===== config.mk =====
export PLATFORM = sky130hd
export DESIGN_NAME = stream_selector_flat
export DESIGN_NICKNAME = d
export VERILOG_FILES = /design/src/rtl/selector_pkg.sv /design/src/rtl/stream_selector_if.sv /design/src/rtl/rr_arbiter.sv /design/src/rtl/stream_selector.sv /design/src/flat_wrapper.sv
export SDC_FILE = /design/constraint.sdc
export NUM_CORES = 1
export LEC_CHECK = 0
export CAP_MARGIN = 20
export CORE_ASPECT_RATIO = 1.4
export CORE_MARGIN = 10
export CORE_UTILIZATION = 40
export CTS_CLUSTER_DIAMETER = 120
export DETAILED_ROUTE_END_ITERATION = 8
export MAX_ROUTING_LAYER = met4
export PLACE_DENSITY_LB_ADDON = 0.08
export SLEW_MARGIN = 20
export SYNTH_ARGS = -nofsm -noshare
export SYNTH_HDL_FRONTEND = slang
export SYNTH_SLANG_ARGS = --single-unit

===== constraint.sdc =====
create_clock -name clk -period 4.9 [get_ports clk]
set_clock_uncertainty 0.2 [all_clocks]
set_input_delay 1.225 -clock clk [delete_from_list [all_inputs] [get_ports clk]]
set_output_delay 1.225 -clock clk [all_outputs]
set_load 0.05 [all_outputs]

===== src/rtl/selector_pkg.sv =====
// Shared constants and state encodings for stream_selector.
// The lock encoding is only used when SEL_LAST_LOCK_EN is defined.
package selector_pkg;

  localparam logic SEL_MODE_FIXED = 1'b0;
  localparam logic SEL_MODE_RR    = 1'b1;

  // Output register occupancy
  typedef enum logic {
    OutEmpty,
    OutFull
  } out_state_e;

  // Packet lock state
  typedef enum logic {
    LockIdle,
    LockLocked
  } lock_state_e;

endpackage


===== src/rtl/stream_selector_if.sv =====
// Handshake and data bundle between the N_CH sources, the selector and the single sink.
// in_last/out_last exist only when SEL_LAST_LOCK_EN is defined.
interface stream_selector_if #(
  parameter int unsigned WIDTH = 32,
  parameter int unsigned N_CH  = 4
);
  localparam int unsigned SEL_W = $clog2(N_CH);

  logic [N_CH-1:0]       in_valid;
  logic [N_CH-1:0]       in_ready;
  logic [N_CH*WIDTH-1:0] in_data;
  logic                  out_valid;
  logic                  out_ready;
  logic [WIDTH-1:0]      out_data;
  logic [SEL_W-1:0]      out_ch;
`ifdef SEL_LAST_LOCK_EN
  logic [N_CH-1:0]       in_last;
  logic                  out_last;

  modport master (
    output in_valid, in_data, in_last, out_ready,
    input  in_ready, out_valid, out_data, out_ch, out_last
  );

  modport slave (
    input  in_valid, in_data, in_last, out_ready,
    output in_ready, out_valid, out_data, out_ch, out_last
  );
`else
  modport master (
    output in_valid, in_data, out_ready,
    input  in_ready, out_valid, out_data, out_ch
  );

  modport slave (
    input  in_valid, in_data, out_ready,
    output in_ready, out_valid, out_data, out_ch
  );
`endif

endinterface


===== src/rtl/rr_arbiter.sv =====
// Combinational round-robin arbiter: first valid channel at or after ptr, wrapping.
// Produces a one-hot grant and its index; grant is all-zero when no channel is valid.
module rr_arbiter #(
  parameter  int unsigned N_CH  = 4,
  localparam int unsigned SEL_W = $clog2(N_CH)
) (
  input  logic [N_CH-1:0]  in_valid,
  input  logic [SEL_W-1:0] ptr,
  output logic [N_CH-1:0]  grant,
  output logic [SEL_W-1:0] grant_idx
);

  logic        found;
  int unsigned idx;

  always_comb begin
    grant     = '0;
    grant_idx = '0;
    found     = 1'b0;
    idx       = 0;
    for (int unsigned i = 0; i < N_CH; i++) begin
      idx = (int'(ptr) + i) % N_CH;
      if (!found && in_valid[idx]) begin
        found      = 1'b1;
        grant[idx] = 1'b1;
        grant_idx  = SEL_W'(idx);
      end
    end
  end

endmodule


===== src/rtl/stream_selector.sv =====
// N-channel registered stream selector with fixed or round-robin source selection.
// Define SEL_LAST_LOCK_EN to hold the grant on one channel until its in_last beat.
module stream_selector
  import selector_pkg::*;
#(
  parameter  int unsigned WIDTH = 32,
  parameter  int unsigned N_CH  = 4,
  localparam int unsigned SEL_W = $clog2(N_CH)
) (
  input  logic               clk,
  input  logic               rst,
  input  logic               mode,
  input  logic [SEL_W-1:0]   sel,
  stream_selector_if.slave   bus
);

  out_state_e        out_state_q, out_state_d;
  logic [WIDTH-1:0]  out_data_q, out_data_d;
  logic [SEL_W-1:0]  out_ch_q, out_ch_d;
  logic [SEL_W-1:0]  ptr_q, ptr_d;
`ifdef SEL_LAST_LOCK_EN
  lock_state_e       lock_q, lock_d;
  logic [SEL_W-1:0]  lock_ch_q, lock_ch_d;
  logic              out_last_q, out_last_d;
  logic              sel_last;
`endif

  logic [N_CH-1:0]   arb_grant;
  logic [SEL_W-1:0]  arb_idx;
  logic [N_CH-1:0]   fixed_oh;
  logic [N_CH-1:0]   grant_oh;
  logic [SEL_W-1:0]  grant_idx;
  logic              load;
  logic              xfer;
  logic [WIDTH-1:0]  sel_data;

  rr_arbiter #(
    .N_CH (N_CH)
  ) u_rr_arbiter (
    .in_valid  (bus.in_valid),
    .ptr       (ptr_q),
    .grant     (arb_grant),
    .grant_idx (arb_idx)
  );

  // Grant selection and input handshake
  always_comb begin
    fixed_oh = '0;
    for (int unsigned k = 0; k < N_CH; k++) begin
      if (sel == SEL_W'(k)) fixed_oh[k] = 1'b1;
    end

    if (mode == SEL_MODE_RR) begin
      grant_oh  = arb_grant;
      grant_idx = arb_idx;
    end else begin
      grant_oh  = fixed_oh;
      grant_idx = sel;
    end

`ifdef SEL_LAST_LOCK_EN
    if (lock_q == LockLocked) begin
      grant_oh            = '0;
      grant_oh[lock_ch_q] = 1'b1;
      grant_idx           = lock_ch_q;
    end
`endif

    load         = (out_state_q == OutEmpty) || bus.out_ready;
    bus.in_ready = load ? grant_oh : '0;
    xfer         = |(bus.in_ready & bus.in_valid);

    sel_data = '0;
    for (int unsigned k = 0; k < N_CH; k++) begin
      if (grant_oh[k]) sel_data = bus.in_data[k*WIDTH +: WIDTH];
    end
`ifdef SEL_LAST_LOCK_EN
    sel_last = |(bus.in_last & grant_oh);
`endif
  end

  // Next-state: output register, rr pointer, packet lock
  always_comb begin
    out_state_d = out_state_q;
    out_data_d  = out_data_q;
    out_ch_d    = out_ch_q;
    ptr_d       = ptr_q;
`ifdef SEL_LAST_LOCK_EN
    lock_d      = lock_q;
    lock_ch_d   = lock_ch_q;
    out_last_d  = out_last_q;
`endif

    if (xfer) begin
      out_state_d = OutFull;
      out_data_d  = sel_data;
      out_ch_d    = grant_idx;
      if (mode == SEL_MODE_RR) begin
        ptr_d = (grant_idx == SEL_W'(N_CH - 1)) ? '0 : grant_idx + SEL_W'(1);
      end
`ifdef SEL_LAST_LOCK_EN
      out_last_d = sel_last;
      unique case (lock_q)
        LockIdle: begin
          if (!sel_last) begin
            lock_d    = LockLocked;
            lock_ch_d = grant_idx;
          end
        end
        LockLocked: begin
          if (sel_last) lock_d = LockIdle;
        end
        default: lock_d = LockIdle;
      endcase
`endif
    end else if (bus.out_ready) begin
      out_state_d = OutEmpty;
    end
  end

  always_ff @(posedge clk) begin
    if (rst) begin
      out_state_q <= OutEmpty;
      out_data_q  <= '0;
      out_ch_q    <= '0;
      ptr_q       <= '0;
`ifdef SEL_LAST_LOCK_EN
      lock_q      <= LockIdle;
      lock_ch_q   <= '0;
      out_last_q  <= 1'b0;
`endif
    end else begin
      out_state_q <= out_state_d;
      out_data_q  <= out_data_d;
      out_ch_q    <= out_ch_d;
      ptr_q       <= ptr_d;
`ifdef SEL_LAST_LOCK_EN
      lock_q      <= lock_d;
      lock_ch_q   <= lock_ch_d;
      out_last_q  <= out_last_d;
`endif
    end
  end

  assign bus.out_valid = (out_state_q == OutFull);
  assign bus.out_data  = out_data_q;
  assign bus.out_ch    = out_ch_q;
`ifdef SEL_LAST_LOCK_EN
  assign bus.out_last  = out_last_q;
`endif

  a_ready_onehot0: assert property (@(posedge clk) disable iff (rst) $onehot0(bus.in_ready));

  // A stalled beat must not change under the sink
  a_hold_on_stall: assert property (@(posedge clk) disable iff (rst)
    (bus.out_valid && !bus.out_ready) |=>
      (bus.out_valid && $stable(bus.out_data) && $stable(bus.out_ch)));

endmodule

===== src/flat_wrapper.sv =====
// flat-port wrapper written by rule: the top's interface ports become plain ports
module stream_selector_flat import selector_pkg::*;
#(
  parameter  int unsigned WIDTH = 32,
  parameter  int unsigned N_CH  = 4,
  localparam int unsigned SEL_W = $clog2(N_CH)
)
  (clk, rst, mode, sel, bus_in_valid, bus_in_data, bus_out_ready, bus_in_ready, bus_out_valid, bus_out_data, bus_out_ch);
  stream_selector_if #(.WIDTH(WIDTH), .N_CH(N_CH)) bus_i ();
  input  logic clk;
  input  logic rst;
  input  logic mode;
  input  logic [SEL_W-1:0] sel;
  input wire logic [$bits(bus_i.in_valid)-1:0] bus_in_valid;
  input wire logic [$bits(bus_i.in_data)-1:0] bus_in_data;
  input wire logic [$bits(bus_i.out_ready)-1:0] bus_out_ready;
  output wire logic [$bits(bus_i.in_ready)-1:0] bus_in_ready;
  output wire logic [$bits(bus_i.out_valid)-1:0] bus_out_valid;
  output wire logic [$bits(bus_i.out_data)-1:0] bus_out_data;
  output wire logic [$bits(bus_i.out_ch)-1:0] bus_out_ch;
  assign bus_i.in_valid = bus_in_valid;
  assign bus_i.in_data = bus_in_data;
  assign bus_i.out_ready = bus_out_ready;
  assign bus_in_ready = bus_i.in_ready;
  assign bus_out_valid = bus_i.out_valid;
  assign bus_out_data = bus_i.out_data;
  assign bus_out_ch = bus_i.out_ch;
  stream_selector #(.WIDTH(WIDTH), .N_CH(N_CH)) u_core (.clk(clk), .rst(rst), .mode(mode), .sel(sel), .bus(bus_i));
endmodule

* Yosys cells after proc, flatten, opt, wreduce, memory -nomap -nowiden
Index checks and enable logic that the tools add are counted.
** Storage, ports and cells
- Flip-flop bits (word level) :: 37
- Latch bits :: 0
- Memory bits (writable) :: 0
- Memory bits (read-only) :: 0
- Logic and storage cells :: 81
- Memories kept :: 0
** Cells by class
- $add $sub $neg :: 4
- Multiply operators :: 0
- Div/mod/pow operators :: 0
- $lt $le $gt $ge :: 8
- Equality and inequality tests :: 4
- Shifts and indexed selects :: 0
- Multiplexer cells :: 41
- Bitwise gates (word level) :: 5
- Reduce and logical (&&, ||, !) cells :: 15
** Operator list (count)
- $mux 32 :: 4
- $mux 4 :: 6
- $mux 1 :: 17
- $lt 2x3->1 const B :: 4
- $mux 2 :: 6
- $or 4x4->4 :: 3
- $bmux 1 s2 :: 4
- $demux 1 s2 :: 4
- $ge 2x1->1 const B :: 4
- $logic_and 1x1->1 :: 7
- $eq 2x2->1 const B :: 3
- $add 2x1->2 const B :: 2
- $add 2x2->2 const B :: 2
- $and 4x4->4 :: 1
- $reduce_or 4->1 :: 1
- $logic_not 1->1 :: 3
- $eq 2x1->1 const B :: 1
- $logic_not 2->1 :: 1
- $reduce_and 2->1 :: 1
- $reduce_bool 2->1 :: 1
- $logic_or 1x1->1 :: 1
- $not 1->1 :: 1

* Longest topological paths before layout
Gate-level depths: netlist (run 1).
- Word-level depth :: 17
- Depth in mapped cells :: 13

* By module
A second synthesis (run 1) with hierarchy kept.
** Unflattened totals
- Cells, all modules :: 551
- Area, all modules :: 4105.2 um^2
** By module, submodules not included
- stream_selector :: times used 1, cells each 486, area each 3616.0 um^2
- rr_arbiter :: times used 1, cells each 65, area each 489.2 um^2

* Worst setup path after synthesis (run 1)
Ideal clock, no wire load.
- Path type :: input-to-output
- From :: input bus_in_valid[0]
- To :: output bus_in_ready[3]
- Arrival time :: 3.604 ns
- Required time :: 3.475 ns
- Slack :: -0.129 ns
- Stages :: 7
- Buffers on the path :: 2
- Cell sequence :: buf_6 -> mux4_2 -> or3b_1 -> a221oi_2 -> nor2_1 -> buf_2 -> nor2_1
** On the way
- Longest elaborated chain between the ends :: 14
** Ends and longest elaborated chain
- from (decl) :: line flat_wrapper.sv:14 : input wire logic [$bits(bus_i.in_valid)-1:0] bus_in_valid;
- $bmux 1 s2 :: line rr_arbiter.sv:23 : if (!found && in_valid[idx]) begin
- $mux 1 (not written as such) :: line rr_arbiter.sv:23
- $mux 1 :: line rr_arbiter.sv:23
- $logic_not 1->1 :: line rr_arbiter.sv:23
- $logic_and 1x1->1 :: line rr_arbiter.sv:23
- $mux 1 :: line rr_arbiter.sv:23
- $logic_not 1->1 :: line rr_arbiter.sv:23
- $logic_and 1x1->1 :: line rr_arbiter.sv:23
- $mux 1 :: line rr_arbiter.sv:23
- $logic_not 1->1 :: line rr_arbiter.sv:23
- $logic_and 1x1->1 :: line rr_arbiter.sv:23
- $mux 4 (*) :: line rr_arbiter.sv:23
- $mux 4 (*) :: line stream_selector.sv:53 : if (mode == SEL_MODE_RR) begin
- $mux 4 (*) :: line stream_selector.sv:70 : bus.in_ready = load ? grant_oh : '0;
- to (decl) :: line flat_wrapper.sv:17 : output wire logic [$bits(bus_i.in_ready)-1:0] bus_in_ready;
Every way passes the cells marked *; elsewhere a longest branch is shown, timed or not. The select of a mux whose other input is x is not followed.

* Final worst setup path (run 1)
- From :: input bus_in_valid[2]
- To :: output bus_in_ready[2]
The elaborated chain is that of the path after synthesis.

==> results of run 1 <==
==> power by group <==
group / internal, mW / total [mW] / switching (mW)
clock network: 0.291 / 0.417 / 0.127
logic: 0.502 / 1.24 / 0.742
registers: 0.373 / 0.413 / 0.0402
==> final timing paths <==
check	from	end	slack (ns)	depth (start not counted)
setup / recovery	bus_in_valid[2]	bus_in_ready[2]	0.11	7
hold / removal	u_core.bus.out_ch[0]$_SDFFE_PP0P_	u_core.bus.out_ch[0]$_SDFFE_PP0P_	0.30	2
setup reg to reg	u_core.ptr_q[1]$_SDFFE_PP0P_	u_core.bus.out_data[7]$_SDFFE_PP0P_	0.77	11
hold reg to reg	u_core.bus.out_ch[0]$_SDFFE_PP0P_	u_core.bus.out_ch[0]$_SDFFE_PP0P_	0.30	2
==> sequential cells by signal (all words and copies together), names as in the netlist <==
register	cells
u_core.bus.out_ch	2
u_core.ptr_q	2
u_core.bus.out_data	32
u_core.bus.out_valid	1
==> cell type report <==
class,count,area share [%]
tap,102,2.34
clock buffer,5,2.30
sequential,37,13.6
multi-input combinational,286,42.5
timing repair buffer,206,37.1
clock inverter,3,1.20
inverter,13,0.897
==> per-stage QoR <==
step / std cells / hold WS (ns)
floorplan: 385 / 0.510
global placement: 644 / 0.273
detailed placement: 644 / 0.279
CTS: 652 / 0.307
global route: 652 / 0.345
finish: 652 / 0.303
==> repair_timing <==
action	4_1_cts	5_1_grt
endpoints found under the setup margin	0	3
buffers inserted	0	0
gates resized for setup	0	3
==> logic make-up after synthesis <==
family / synth area share [%]
compound gates: 45.0
simple gates: 17.5
buf+inv: 9.86
flops: 22.2
mux: 2.96
fa+ha+maj: 2.25
xor+xnor: 0.262
==> placed cells by master (no fill, tap or decap), drive strengths merged, types with 3 or more instances in the layout <==
cell             n
a211oi           3
a21o            33
a21oi           42
a221oi           5
a22oi            3
a311oi          32
buf             34
clkbuf           5
clkdlybuf4s50  169
dfxtp           37
dlymetal6s2s     3
ha               6
inv             13
mux4             3
nor2            11
nor2b            4
nor3b           34
o21ai           35
o221ai          33
o22ai            4
o31ai            4
or3b             3
==> worst min-delay path, delay by kind of cell, from the launching register on <==
family	cells	cell delay (ns)
AO/OA/AOI/OAI	2	0.15
flip-flops	1	0.31
==> per-layer routing <==
layer / track usage (%) / vias up / part of all wire [%]
li1: - / 1869 / -
met1: 25.1 / 1904 / 39
met2: 38.6 / 146 / 53
met3: 4.91 / 23 / 5.6
met4: 6.79 / 0 / 2.3
met5: - / - / 0
==> results.yml, run 1 <==
timing:
  rsz0062_at_grt: "no"
  worst_slew_pin_slew_ns: 0.825
  slew_headroom_pct: 45.0
  setup-tns-final_ns: 0
  post-route-period-util_pct: 97.7
  setup_violations: 0
  fmax_mhz: 209
  finalMaxSlewViolations: 0
  finalWorstSetupSlack_ns: 0.111
  hold_viol: 0
  finalCriticalPeriod_ns: 4.79
global_route:
  grt_remaining_overflow: 0
  grt_pass1_wl_mm: 22.4
  grt_pass1_vias: 4049
  grt_max_degree: 65
  grtUsageTotal_pct: 22.3
  grt_antenna_before_repair: 0
detailed_routing:
  drtPass1Iterations: 4
  first_iter_violations: 262
  viasPerCell: 6.05
  wl_per_cell_um: 22.3
  detail-route-antenna-nets: 0
  num_vias: 3942
  routed_wl_mm: 14.5
  drc_errors: 0
clock_network:
  cts.sinks: 37
  clk_pin_slew_worst_paths_ns: 0.06
  root_buffer: "clkbuf_16"
  cts_tree: "built"
  clk_latency_ns: 0.28
  ctsHtreeMaxLevel: 2
  cts_buffer_depth: 2
  cts_hold_buf: 0
  cts_buffers: 5
die:
  initial_core_util_pct: 41.0
  die_width_um: 97.2
  rows: 39
  die_y_um: 128
  boundaryPins: 177
  die_area_um2: 12500
  core_area_um2: 8150
power_and_ir_drop:
  p_total_mw: 2.07
  power.density_nw_per_um2: 381
  vdd_drop_max_uv: 398
  power_leakage_nw: 2.04
logic_synthesis:
  synth_area_leaders: "dfxtp_1 (22%), nor3b_2 (11%), o221ai_1 (8.7%), a311oi_1 (8.4%), a21o_1 (7.4%)"
  async_flop_share_pct: 0
  synth_edf_count: 0
  post-synth-top-count-cell: "a21oi_1"
  syn_nets: 529
  yosys_warnings: 0
  synth_ff_type: "dfxtp_1"
  synth_top_area_share_pct: 22.2
  synth_seq_area_share_pct: 22.2
  ys_top_cells_by_count: "a21oi_1 (41), dfxtp_1 (37), o21ai_0 (34)"
  syn_area_um2: 3340
  yosys_register_bits: 37
  synth.distinct_cells: 50
  synthCells: 385
  yosysTopAreaCell: "dfxtp_1"
  synth.avg_cell_area_um2: 8.67
layout:
  fin_util_pct: 66.8
  drive_gt1_share_pct: 16.5
  fillers: 710
  synthToLayoutAreaGrowth_pct: 63.0
  multi_input_comb_area_um2: 2310
  antenna_cells: 0
  final_nets: 693
  regArea_um2: 741
  stdcell_area_um2: 5440
worst_setup_path:
  worstPathCellList: "clkdlybuf4s50_1, mux4_2, or3b_1, a221oi_2, nor3_2, nor2_2, buf_12"
  worstPathRequired_ns: 3.47
  worstPathArrival_ns: 3.36
  cp_slowest_cell: "mux4_2"
  worstPathMaxFanout: 5
  worstPathBufferInverterCount: 2
  cpLargestDelayFamily: "simple AND/OR/NAND/NOR gates"
  criticalPathCategory: "in -> out"
  end_kind: "primary output"
  max_stage_delay_ns: 0.53
  start_kind: "input port"
flow_run:
  cap_violations: 0
status:
  status: "finished, final reports clean"
placed_design:
  gp_congestion: 0.931
  io_buffers: 176
  dp_slack_ns: 0.0589
  hpwl_mm: 10.7
  place_area_um2: 5250
hold_path:
  min_path_type: "reg -> reg"
(Power assumes the default switching activity.)
==> run 2: changes to the inputs <==
- CORE_UTILIZATION: 40 -> 43
- CTS_CLUSTER_DIAMETER: 120 -> unset
- clock period: 4.9 -> 5.6 ns (I/O delays scaled with it)
==> results.yml, run 2 (synthesis results as in run 1) <==
clock_network:
  cts_buffer_depth: 2
  clk_pin_slew_worst_paths_ns: 0.08
  clk_latency_ns: 0.30
  ctsHtreeMaxLevel: 2
  cts_buffers: 5
  cts.sinks: 37
  cts_hold_buf: 0
  postCtsSetupBuffers: 0
  root_buffer: "clkbuf_8"
  ctsResizeCount: 0
  cts_tree: "built"
power_and_ir_drop:
  power.density_nw_per_um2: 309
  power_leakage_nw: 1.91
  vdd_drop_max_uv: 193
global_route:
  grt_antenna_before_repair: 0
  grt_pass1_vias: 4004
  grt_remaining_overflow: 0
  grt_max_degree: 65
  grt_pass1_wl_mm: 21.9
  grtUsageTotal_pct: 23.7
detailed_routing:
  drc_errors: 0
  viasPerCell: 6.07
  detail-route-antenna-nets: 0
  routed_wl_mm: 14.0
  wl_per_cell_um: 21.9
  drtPass1Iterations: 5
  first_iter_violations: 259
  num_vias: 3878
timing:
  hold_viol: 0
  fin_hold_ws_ns: 0.294
  fmax_mhz: 188
  setup_violations: 0
  finalMaxSlewViolations: 0
  slew_headroom_pct: 44.8
  finalCriticalPeriod_ns: 5.33
  setup-tns-final_ns: 0
  worst_slew_pin_slew_ns: 0.827
  rsz0062_at_grt: "no"
  post-route-period-util_pct: 95.2
placed_design:
  gp_congestion: 0.897
  hpwl_mm: 10.6
  place_area_um2: 5140
  io_buffers: 176
layout:
  final_nets: 682
  largest_register_ff_count: 32
  drive_gt1_share_pct: 14.5
  stdcell_area_um2: 5230
  regArea_um2: 741
  synthToLayoutAreaGrowth_pct: 56.7
  final_common_cell: "clkdlybuf4s50_1"
  fillers: 643
  multi_input_comb_area_um2: 2300
  antenna_cells: 0
  layout.cells.most_common_list: "clkdlybuf4s50_1 (172), a21oi_1 (41), dfxtp_1 (37), o21ai_0 (34)"
die:
  die_y_um: 124
  core_area_um2: 7650
  die_width_um: 94.5
  initial_core_util_pct: 43.6
  die_area_um2: 11700
  rows: 38
  boundaryPins: 177
hold_path:
  hold_start: "u_core.bus.out_ch[0]$_SDFFE_PP0P_"
  min_path_type: "reg -> reg"
  hold_depth: 2
  min_to: "u_core.bus.out_ch[0]$_SDFFE_PP0P_"
flow_run:
  cap_violations: 0
worst_setup_path:
  worstPathMaxFanout: 8
  r2r_slack_ns: 1.16
  timing.rr.start: "u_core.ptr_q[1]$_SDFFE_PP0P_"
  end_kind: "primary output"
  worstPathRequired_ns: 4.00
  start_kind: "input port"
  reg2reg_to: "u_core.bus.out_data[24]$_SDFFE_PP0P_"
  worstPathArrival_ns: 3.73
  rr_worst_depth: 10
  criticalPathCategory: "in -> out"
  critPathLaunch: "bus_in_valid[3]"
status:
  status: "finished, final reports clean"
## run 2: changes by cell type in the layout (fill, tap and decap cells not counted), sizes merged
cell,previous run,this run
clkinv,1,2
clkdlybuf4s50,169,172
buf,34,23
dlymetal6s2s,3,0
clkinvlp,0,1
bufinv,2,0
## run 2: how the worst max path moves through the flow
stage	slack (ns)	to
finish	0.27	bus_in_ready[3]
global route	0.16	bus_in_ready[3]
CTS	0.27	bus_in_ready[3]
detailed placement	0.26	bus_in_ready[3]
global placement	0.28	bus_in_ready[3]
floorplan	0.22	bus_in_ready[3]
## run 2: power by group
part           total (mW)  switching, mW  internal (mW)
clock network       0.192          0.106         0.0860
logic                1.06          0.639          0.425
registers           0.362         0.0356          0.326
## run 2: metrics by stage
stage	instances	total power [mW]	worst slack, ns	utilization [%]
floorplan	385	1.07	0.221	-
global placement	631	1.42	0.283	67.2
detailed placement	631	1.43	0.264	67.2
CTS	639	1.63	0.266	68.3
global route	639	1.72	0.163	68.3
finish	639	1.62	0.267	68.3
## run 2: layout make-up
type / instances / share of cell area (%)
well taps: 100 / 2.39
repair buffers: 195 / 36.9
inverters: 13 / 0.933
clock inverters: 3 / 0.335
flip-flops and latches: 37 / 14.2
multi-input cells: 286 / 43.9
clock buffers: 5 / 1.32
## run 2: layer usage
| layer | GRT usage, % | up-vias | share of wire, % | wire (um) |
|---|---|---|---|---|
| met5 | - | - | 0 | 0 |
| met4 | 9.54 | 0 | 4.0 | 558 |
| met3 | 4.22 | 40 | 6.7 | 934 |
| met2 | 40.8 | 185 | 52 | 7260 |
| met1 | 25.8 | 1807 | 38 | 5260 |
| li1 | - | 1846 | - | - |
## run 2: worst max-delay path: stages
cell	delay, ns
clkdlybuf4s50_1	0.53
mux4_2	0.62
or3b_1	0.45
a221oi_4	0.30
nor2_2	0.08
nor2_1	0.18
buf_12	0.17
==> run 3: changes to the inputs <==
--- a/config.mk
+++ b/config.mk
@@ -8,5 +8,7 @@
 export CAP_MARGIN = 20
+export CELL_PAD_IN_SITES_DETAIL_PLACEMENT = 0
+export CELL_PAD_IN_SITES_GLOBAL_PLACEMENT = 2
 export CORE_ASPECT_RATIO = 1.4
 export CORE_MARGIN = 10
-export CORE_UTILIZATION = 43
+export CORE_UTILIZATION = 23
 export DETAILED_ROUTE_END_ITERATION = 8
--- a/constraint.sdc
+++ b/constraint.sdc
@@ -4,2 +4,2 @@
 set_output_delay 1.4 -clock clk [all_outputs]
-set_load 0.05 [all_outputs]
+set_load 0.1 [all_outputs]
==> results.yml, run 3 (synthesis results as in run 1) <==
status:
  status: "finished, final reports clean"
worst_setup_path:
  worstPathArrival_ns: 3.79
  cp_slowest_cell: "mux4_2"
  worstPathRequired_ns: 4.00
  criticalPathCategory: "in -> out"
  reg2reg_to: "u_core.bus.out_data[27]$_SDFFE_PP0P_"
  start_kind: "input port"
  max_stage_delay_ns: 0.63
  critPathLaunch: "bus_in_valid[3]"
  worstPathMaxFanout: 9
  timing.rr.start: "u_core.ptr_q[1]$_SDFFE_PP0P_"
  end_kind: "primary output"
  worstPathCellList: "clkdlybuf4s50_1, mux4_2, or3b_1, a221oi_2, nor3_2, nor2_2, buf_12"
  rr_worst_depth: 10
  r2r_slack_ns: 1.20
  endpoint: "bus_in_ready[2]"
global_route:
  grtUsageTotal_pct: 17.0
  grt_max_degree: 65
  grt_antenna_before_repair: 1
  grt_pass1_wl_mm: 25.6
  grt_remaining_overflow: 0
  grt_pass1_vias: 3980
die:
  die_area_um2: 19800
  die_y_um: 163
  rows: 52
  initial_core_util_pct: 23.2
  die_width_um: 122
  boundaryPins: 177
  core_area_um2: 14400
clock_network:
  cts_hold_buf: 0
  cts_tree: "built"
  cts_buffers: 5
  clk_pin_slew_worst_paths_ns: 0.06
  clk_latency_ns: 0.29
  cts_buffer_depth: 2
  ctsHtreeMaxLevel: 2
  root_buffer: "clkbuf_16"
  ctsResizeCount: 0
  postCtsSetupBuffers: 0
  cts.sinks: 37
detailed_routing:
  routed_wl_mm: 17.1
  viasPerCell: 5.28
  detail-route-antenna-nets: 0
  first_iter_violations: 219
  wl_per_cell_um: 23.4
  num_vias: 3858
  drc_errors: 0
  drtPass1Iterations: 6
timing:
  rsz0062_at_grt: "no"
  worst_slew_pin_slew_ns: 1.07
  finalWorstSetupSlack_ns: 0.209
  finalMaxSlewViolations: 0
  setup_violations: 0
  post-route-period-util_pct: 96.3
  finalCriticalPeriod_ns: 5.39
  hold_viol: 0
  slew_headroom_pct: 28.6
  fmax_mhz: 185
  setup-tns-final_ns: 0
layout:
  drive_gt1_share_pct: 15.6
  layout.cells.most_common_list: "clkdlybuf4s50_1 (171), a21oi_1 (41), dfxtp_1 (37), o21ai_0 (34)"
  fillers: 1463
  synthToLayoutAreaGrowth_pct: 65.1
  final_nets: 683
  final_common_cell: "clkdlybuf4s50_1"
  largest_register_ff_count: 32
power_and_ir_drop:
  power.density_nw_per_um2: 381
  power_leakage_nw: 1.98
  vdd_drop_max_uv: 186
  p_total_mw: 2.10
placed_design:
  hpwl_mm: 12.5
  gp_congestion: 0.871
  io_buffers: 176
  dp_slack_ns: 0.239
flow_run:
  cap_violations: 0
hold_path:
  min_path_type: "reg -> reg"
run 3: metrics by stage:
step	hold slack [ns]	instances	area (um^2)	util, %
finish	0.285	731	5510	38.3
global route	0.340	730	5510	38.3
CTS	0.290	729	5510	38.3
detailed placement	0.273	721	5320	37.0
global placement	0.263	721	5320	37.0
floorplan	0.557	385	3350	-
run 3: worst max-delay path: cells and delay by family:
kind	cells	cell delay, ns
mux	1	0.63
compound gates	1	0.34
buf+inv	2	0.74
simple gates	3	0.67
run 3: worst min path at each step:
stage          cells after the start                                   end                            startpoint
2_1_floorplan                      3          u_core.ptr_q[1]$_SDFFE_PP0P_          u_core.ptr_q[1]$_SDFFE_PP0P_
3_3_place_gp                       2     u_core.bus.out_ch[0]$_SDFFE_PP0P_     u_core.bus.out_ch[0]$_SDFFE_PP0P_
3_5_place_dp                       2     u_core.bus.out_ch[0]$_SDFFE_PP0P_     u_core.bus.out_ch[0]$_SDFFE_PP0P_
4_1_cts                            2     u_core.bus.out_ch[0]$_SDFFE_PP0P_     u_core.bus.out_ch[0]$_SDFFE_PP0P_
5_1_grt                            2  u_core.bus.out_data[11]$_SDFFE_PP0P_  u_core.bus.out_data[11]$_SDFFE_PP0P_
6_report                           2     u_core.bus.out_ch[0]$_SDFFE_PP0P_     u_core.bus.out_ch[0]$_SDFFE_PP0P_
run 3: layer usage:
layer | routed length [um] | GRT usage (%)
met5 | 0 | -
met4 | 143 | 2.93
met3 | 1200 | 4.79
met2 | 9190 | 30.6
met1 | 6540 | 18.1
run 3: power by group:
group	leakage [nW]	internal [mW]	switching, mW	total (mW)
combinational	1.58	0.441	0.918	1.36
clock	0.0938	0.255	0.126	0.381
sequential	0.307	0.326	0.0356	0.362
run 3: layout make-up:
type,instances,area [um^2],share of cell area [%]
sequential,37,741,13.4
timing repair buffer,196,1970,35.8
tap,189,236,4.29
clock inverter,3,65.1,1.18
inverter,13,48.8,0.885
clock buffer,5,125,2.27
multi-input combinational,286,2320,42.1
antenna,2,5.00,0.0908
